--- src/rtl/mem_access_unit.sv ---
// RV32 load/store memory access unit: IDLE/ACCESS/WAIT/DONE handshake with a busywait memory.
// Define MAU_TIMEOUT_EN to compile in the WAIT timeout abort (limit set by TIMEOUT_CYCLES).
module mem_access_unit #(
  parameter int unsigned TIMEOUT_CYCLES = 255
) (
  input  logic        Clock,
  input  logic        Reset,
  input  logic        Mem_read,
  input  logic        Mem_write,
  input  logic [2:0]  Func3_in,
  input  logic [31:0] Address_in,
  input  logic [31:0] Store_data,
  output logic        Read,
  output logic        Write,
  output logic [31:0] Address,
  output logic [31:0] Write_data,
  output logic [2:0]  Func3,
  input  logic [31:0] Read_data,
  input  logic        busywait,
  output logic [31:0] Load_data,
  output logic        Stall,
  output logic        Fault
);

  typedef enum logic [1:0] {IDLE, ACCESS, WAIT, DONE} state_e;

  state_e      state_q, state_d;
  logic [31:0] addr_q, addr_d;
  logic [31:0] wdata_q, wdata_d;
  logic [31:0] load_data_q, load_data_d;
  logic [2:0]  func3_q, func3_d;
  logic        is_write_q, is_write_d;
  logic        fault_q, fault_d;
  logic        strobe;
  logic        stall_c;

  if (TIMEOUT_CYCLES == 0) begin : g_bad_timeout
    $error("mem_access_unit: TIMEOUT_CYCLES must be at least 1");
  end

`ifdef MAU_TIMEOUT_EN
  localparam int unsigned CNT_W = (TIMEOUT_CYCLES > 1) ? $clog2(TIMEOUT_CYCLES) : 1;
  localparam logic [CNT_W-1:0] CNT_LAST = CNT_W'(TIMEOUT_CYCLES - 1);

  logic [CNT_W-1:0] wait_cnt_q, wait_cnt_d;
`endif

  function automatic logic req_legal(input logic rd, input logic wr,
                                     input logic [2:0] f3, input logic [1:0] a);
    logic f3_ok;
    logic align_ok;
    if (rd) f3_ok = f3 inside {3'b000, 3'b001, 3'b010, 3'b100, 3'b101};
    else    f3_ok = f3 inside {3'b000, 3'b001, 3'b010};
    case (f3[1:0])
      2'b01:   align_ok = ~a[0];
      2'b10:   align_ok = (a == 2'b00);
      default: align_ok = 1'b1;
    endcase
    return (rd ^ wr) & f3_ok & align_ok;
  endfunction

  function automatic logic [31:0] extend_load(input logic [2:0] f3, input logic [31:0] d);
    case (f3)
      3'b000:  return {{24{d[7]}}, d[7:0]};
      3'b001:  return {{16{d[15]}}, d[15:0]};
      3'b100:  return {24'h0, d[7:0]};
      3'b101:  return {16'h0, d[15:0]};
      default: return d;
    endcase
  endfunction

  // NOTE: every signal written here gets a default first, so no path can infer a latch.
  always_comb begin
    state_d     = state_q;
    addr_d      = addr_q;
    wdata_d     = wdata_q;
    func3_d     = func3_q;
    is_write_d  = is_write_q;
    load_data_d = load_data_q;
    fault_d     = 1'b0;
    strobe      = 1'b0;
    stall_c     = 1'b0;
`ifdef MAU_TIMEOUT_EN
    wait_cnt_d  = wait_cnt_q;
`endif

    case (state_q)
      IDLE: begin
        if (Mem_read || Mem_write) begin
          if (req_legal(Mem_read, Mem_write, Func3_in, Address_in[1:0])) begin
            stall_c    = 1'b1;
            addr_d     = Address_in;
            wdata_d    = Store_data;
            func3_d    = Func3_in;
            is_write_d = Mem_write;
            state_d    = ACCESS;
          end else begin
            fault_d = 1'b1;
          end
        end
      end
      ACCESS: begin
        strobe  = 1'b1;
        stall_c = 1'b1;
        state_d = WAIT;
`ifdef MAU_TIMEOUT_EN
        wait_cnt_d = '0;
`endif
      end
      WAIT: begin
        if (busywait) begin
          strobe  = 1'b1;
          stall_c = 1'b1;
`ifdef MAU_TIMEOUT_EN
          if (wait_cnt_q == CNT_LAST) begin
            fault_d     = 1'b1;
            load_data_d = '0;
            state_d     = IDLE;
          end else begin
            wait_cnt_d = wait_cnt_q + CNT_W'(1);
          end
`endif
        end else begin
          if (!is_write_q) load_data_d = extend_load(func3_q, Read_data);
          state_d = DONE;
        end
      end
      DONE: begin
        state_d = IDLE;
      end
      default: begin
        state_d = IDLE;
      end
    endcase
  end

  // NOTE: all architectural state is reset asynchronously; sequential blocks use only <=
  // so every flop samples the pre-edge value of every other flop.
  always_ff @(posedge Clock or posedge Reset) begin
    if (Reset) begin
      state_q     <= IDLE;
      addr_q      <= '0;
      wdata_q     <= '0;
      func3_q     <= '0;
      is_write_q  <= 1'b0;
      load_data_q <= '0;
      fault_q     <= 1'b0;
`ifdef MAU_TIMEOUT_EN
      wait_cnt_q  <= '0;
`endif
    end else begin
      state_q     <= state_d;
      addr_q      <= addr_d;
      wdata_q     <= wdata_d;
      func3_q     <= func3_d;
      is_write_q  <= is_write_d;
      load_data_q <= load_data_d;
      fault_q     <= fault_d;
`ifdef MAU_TIMEOUT_EN
      wait_cnt_q  <= wait_cnt_d;
`endif
    end
  end

  // IDLE stall follows the live request, so it is masked while Reset holds the FSM.
  assign Stall      = stall_c & ~Reset;
  assign Read       = strobe & ~is_write_q;
  assign Write      = strobe & is_write_q;
  assign Address    = addr_q;
  assign Write_data = wdata_q;
  assign Func3      = func3_q;
  assign Load_data  = load_data_q;
  assign Fault      = fault_q;

endmodule

--- config.mk ---
export PLATFORM = sky130hd
export DESIGN_NAME = mem_access_unit
export DESIGN_NICKNAME = d
export VERILOG_FILES = /design/src/rtl/mem_access_unit.sv
export SDC_FILE = /design/constraint.sdc
export NUM_CORES = 1
export LEC_CHECK = 0
export ABC_AREA = 1
export BUFFER_PORTS_ARGS = -buffer_cell sky130_fd_sc_hd__buf_2
export CAP_MARGIN = 20
export CORE_UTILIZATION = 35
export CTS_CLUSTER_SIZE = 10
export DETAILED_ROUTE_END_ITERATION = 7
export PLACE_DENSITY = 0.63
export RECOVER_POWER = 50
export REMOVE_ABC_BUFFERS = 1
export SLEW_MARGIN = 30
export SYNTH_ARGS = -nofsm -noshare
export SYNTH_HDL_FRONTEND = slang
export SYNTH_SLANG_ARGS = --single-unit
--- constraint.sdc ---
create_clock -name Clock -period 3.4 [get_ports Clock]
set_input_delay 0 -clock Clock [delete_from_list [all_inputs] [get_ports Clock]]
set_output_delay 0 -clock Clock [all_outputs]
set_load 0.03 [all_outputs]
### Yosys cells after proc, flatten, opt, wreduce, memory -nomap -nowiden

Cells that the tools add are included.
Widths: inputs -> output; s select.

* reduce and logical (&&, ||, !) cells: 10
* bitwise logic cells: 10
* mux-type cells: 19
* equal/unequal tests: 15

Operator list (count)
* $pmux 32 s4: 1
* $eq 3x3->1 const B: 4
* $mux 1: 11
* $reduce_and 3->1: 3
* $pmux 2 s4: 1
* $eq 2x2->1 const B: 3
* $eq 3x1->1 const B: 2
* $logic_not 3->1: 2
* $mux 2: 3
* $ne 2x2->1 const B: 3
* $and 1x1->1: 5
* $reduce_bool 5->1: 1
* $eq 2x1->1 const B: 2
* $logic_not 2->1: 2
* $not 1->1: 4
* $pmux 1 s2: 2
* $eq 3x2->1 const B: 1
* $pmux 1 s3: 1
* $reduce_bool 3->1: 1
* $logic_or 1x1->1: 1
* $xor 1x1->1: 1

* register bits after elaboration: 103
* logic and storage cells: 61

### Depth between registers and ports, before layout

* depth after elaboration: 11
* depth in mapped cells: 12
* depth with buffers taken out: 11

### Worst setup path before layout

OpenSTA, ideal clock, no wires.

* path kind: reg2out
* from: register state_q[0]
* to: output Stall
* setup slack: 1.799 ns
* arrival: 1.601 ns
* stages on the path, launching flop included: 7
* cells stage by stage: dfrtp_1 -> inv_1 -> ha_1 -> nand4_2 -> buf_6 -> clkbuf_2 -> a21oi_1

* word-level cells in the longest chain between the ends: 3
* elaborated cells on any way between the ends: 5
* classes of those cells: eq/ne: 2; mux: 1; bitwise: 1; reduce/logical: 1

Ends and longest elaborated chain
* start, declared: RTL line 27 `state_e state_q, state_d;`
* start signal, assigned: RTL line 152 `state_q <= state_d;`
* $eq 2x2->1, or another cell as far along: RTL line 87 `case (state_q)`
* $pmux 1 s3 (*): RTL line 87
* $and 1x1->1 (*): RTL line 166 `assign Stall = stall_c & ~Reset;`
* end, declared: RTL line 21 `output logic Stall,`

Every way passes the cells marked *; elsewhere a longest branch is shown, timed or not.

### Worst setup path after layout

* from: input Func3_in[1]
* to: output Stall

* word-level cells in the longest chain between the ends: 11
* elaborated cells on any way between the ends: 21
* classes of those cells: eq/ne: 6; mux: 9; bitwise: 3; reduce/logical: 3

Ends and longest elaborated chain
* start, declared: RTL line 10 `input logic [2:0] Func3_in,`
* $eq 3x1->1, or another cell as far along: RTL line 52, 53
* $reduce_bool 5->1 / $reduce_bool 3->1 (equally long branches): RTL line 52, 53
* $mux 1: RTL line 52 `if (rd) f3_ok = f3 inside {3'b000, 3'b001, 3'b010, 3'b100, 3'b101};`
* $mux 1: RTL line 89 `if (Mem_read || Mem_write) begin`
* $mux 1: RTL line 87
* $and 1x1->1: RTL line 59 `return (rd ^ wr) & f3_ok & align_ok;`
* $and 1x1->1 (*): RTL line 59
* $mux 1 (*): RTL line 90 `if (req_legal(Mem_read, Mem_write, Func3_in, Address_in[1:0])) begin`
* $mux 1 (*): RTL line 89
* $pmux 1 s3 (*): RTL line 87
* $and 1x1->1 (*): RTL line 166

Every way passes the cells marked *; elsewhere a longest branch is shown, timed or not. The select of a mux whose other input is x is not followed.

==> impl_metrics.yaml <==
global_route:
  grt_pass1_vias: 4048
  grt_max_degree: 73
  grt_overflow: 0
  grt_pass1_wl_mm: 18.7
  antenna_found_initial: 0
  grt_use_total_pct: 18.4
floorplanning:
  die-area_um2: 13000
  start_util_pct: 36.2
  ios: 207
  fp.dieH_um: 114
  coreArea_um2: 12100
  rows: 40
  die_w_um: 114
worst_setup_path:
  cp_top_family: "buffers and inverters"
  worst-path-buf-inv: 4
  r2r-end: "Load_data[9]"
  slowest_delay_ps: 660
  cp_cell_sequence: "dlygate4sd3_1, buf_2, inv_1, ha_1, nand2_1, nand2_1, a21oi_2, nand4_4, a21oi_1, buf_2"
  criticalPathCategory: "in -> out"
  cp-end-kind: "primary output"
  cp_slowest_cell: "nand4_4"
  critical_path_arrival_ps: 2580
  r2r_cells: 8
  cp-start-kind: "input pin"
  rrSetupSlack_ps: 1120
  cp.required_ps: 3400
  crit_path_max_fanout: 66
  r2r_start: "state_q[0]"
status:
  failed_checks: "capacitance limit"
  status: "finished with violations"
synth:
  yosys.area.top_type: "dfrtp_1"
  ys_types: 23
  async_flop_share_pct: 100
  synth_top_area_share_pct: 58.8
  syn_avg_cell_area_um2: 8.94
  synthFlopType: "dfrtp_1"
  ys_ff_latch: 103
  synth_area_um2: 4380
  synth-edff-count: 0
  synth.area.top_cells: "dfrtp_1, nand2_1, inv_1"
  yosysMostFrequentCell: "nand2_1"
  yosysSeqAreaShare_pct: 58.8
  synthTopCellsByCount: "nand2_1, dfrtp_1, inv_1, o21ai_0, o21ai_1"
  syn_inst: 490
  yosysWarnings: 0
timing:
  slew_violations: 0
  min_period_ps: 2580
  slew_headroom_pct: 1.01
  final-hold-violation-count: 0
  setup_viol: 0
  rsz0062_at_grt: "false"
  hold_ws_ps: 27.3
  period_share_pct: 75.9
  clock.fmax_ghz: 0.388
  fin_worst_skew_ps: 3.34
  tightest_slew_ps: 1480
clock_tree:
  ctsResizeCount: 0
  clkTransAtPathRegs_ps: 60
  cts_setup_buffers: 0
  clkSinkCount: 103
  holdBufCountCts: 95
  cts_tree: "done"
  clk_latency_ps: 340
  root_buffer: "clkbuf_16"
  max-clock-path-buffers: 2
  htreeDepth: 3
  numCtsBuffers: 9
cells_and_area:
  antenna_cells: 0
  area_delta_synth_final_pct: 50.7
  final_area_um2: 6600
  fin_util_pct: 54.5
  final_net_count: 896
  stdcell_count: 953
  final_layout_size_suffix_gt1_share_pct: 16.7
drt:
  top_layer: "met4"
  totalWireLength_mm: 11.6
  wl_met3_um: 810
  drt-vias-per-instance: 4.28
  drc: 0
  antenna_left: 0
  wirelength_met1_mm: 4.93
  vias: 4081
  wl_per_cell_um: 12.1
  wl_met2_mm: 5.65
  drtIter0Drc: 194
  dr.pass1.iters: 4
place:
  dp.final_hpwl_mm: 7.46
  place.gp.congestion: 0.757
  numPlacedInstances: 845
  io_buffers: 206
  place_area_um2: 5530
pwr:
  clockPowerShare_pct: 15.5
  p_per_area_nw_per_um2: 889
  p_leak_nw: 3.47
  ir_drop_v: 0.000455
  power_frac_comb_pct: 46.9
  power.internal_mw: 3.05
  swShare_pct: 48.0
  power_mw: 5.87
  pwr-share-seq_pct: 37.6
  p_sw_mw: 2.82
worst_hold_path:
  worstHoldPathType: "in -> reg"
  hold-path-endpoint: "Load_data[11]"
  worstHoldStart: "Read_data[11]"
  hold_depth: 5
flow_run:
  cap_violations: 1
-- per-layer routing --
| metal | vias up | GRT usage [%] |
|---|---|---|
| met5 | - | 0 |
| li1 | 2094 | - |
| met2 | 160 | 31.9 |
| met3 | 13 | 4.68 |
| met4 | 0 | 7.27 |
| met1 | 1814 | 21.8 |
-- power by group through the flow --
stage | Sequential [mW] | Combinational (mW) | Clock, mW
floorplan | 3.28 | 0.825 | 0
global placement | 2.18 | 2.78 | 0
detailed placement | 2.19 | 2.85 | 0
CTS | 2.19 | 2.93 | 0.947
global route | 2.28 | 3.01 | 0.999
finish | 2.21 | 2.75 | 0.908
-- worst reg2reg max path, cell delays in order, from the launching register on --
cell      delay, ps
dfrtp_1         400
inv_1           100
ha_1            220
nand2_1          70
buf_4           330
clkinv_1        490
nand2_1         420
o22ai_1         130
inv_1            70
-- placed cells by master, fill, tap and decap left out, types with 2 or more instances in the layout --
cell type      synthesis  final
dlygate4sd3_1          0     95
buf_2                  4    106
nand2_1              125    125
o22ai_1                8      8
ha_1                   9      9
clkbuf_1              10    101
o21ai_1               40     40
or2_2                  2      2
buf_4                  1      2
clkinv_2               0      2
inv_1                 94     93
a21oi_1               18     18
nand3_1                4      4
clkbuf_16              0      9
nor2_1                12     12
o21ai_0               45     45
dfrtp_1              103    103
-- worst max path at each step --
stage / start / to / slack, ps / cells past startpoint
3_3_place_gp: Func3_in[0] / Address[26] / 1190 / 10
6_report: Func3_in[1] / Stall / 820 / 10
3_5_place_dp: Func3_in[0] / Address[22] / 1100 / 10
5_1_grt: Func3_in[0] / Stall / 550 / 10
4_1_cts: Func3_in[1] / Stall / 770 / 10
2_1_floorplan: state_q[0] / Stall / -70 / 4
-- through the flow --
stage                     TNS (ps)  worst slack (ps)
after CTS                        0               770
after floorplan              -72.9             -72.9
after global placement           0              1190
after detailed placement         0              1100
after global routing             0               547
final                            0               821
-- registers in the layout, summed over array words and instances, names as in the netlist --
| signal | cells |
|---|---|
| is_write_q | 1 |
| Load_data | 32 |
| Func3 | 3 |
| Write_data | 32 |
| state_q | 2 |
| Fault | 1 |
| Address | 32 |
-- cell type report --
cell class	count	area (um2)
fill	1117	5510
sequential	103	2580
timing repair buffer	305	1900
multi-input combinational	269	1310
inverter	95	358
clock buffer	11	243
tap	168	210
clock inverter	2	10.0
-- cell families after synthesis --
group / count (synthesis) / synth area share, %
AOI/OAI and AO/OA: 113 / 13.5
DFF: 103 / 58.8
buffers and inverters: 118 / 11.5
and+or+nand+nor: 147 / 13.6
adders and majority gates: 9 / 2.57
Note: power is estimated with default switching activity, not from simulation.
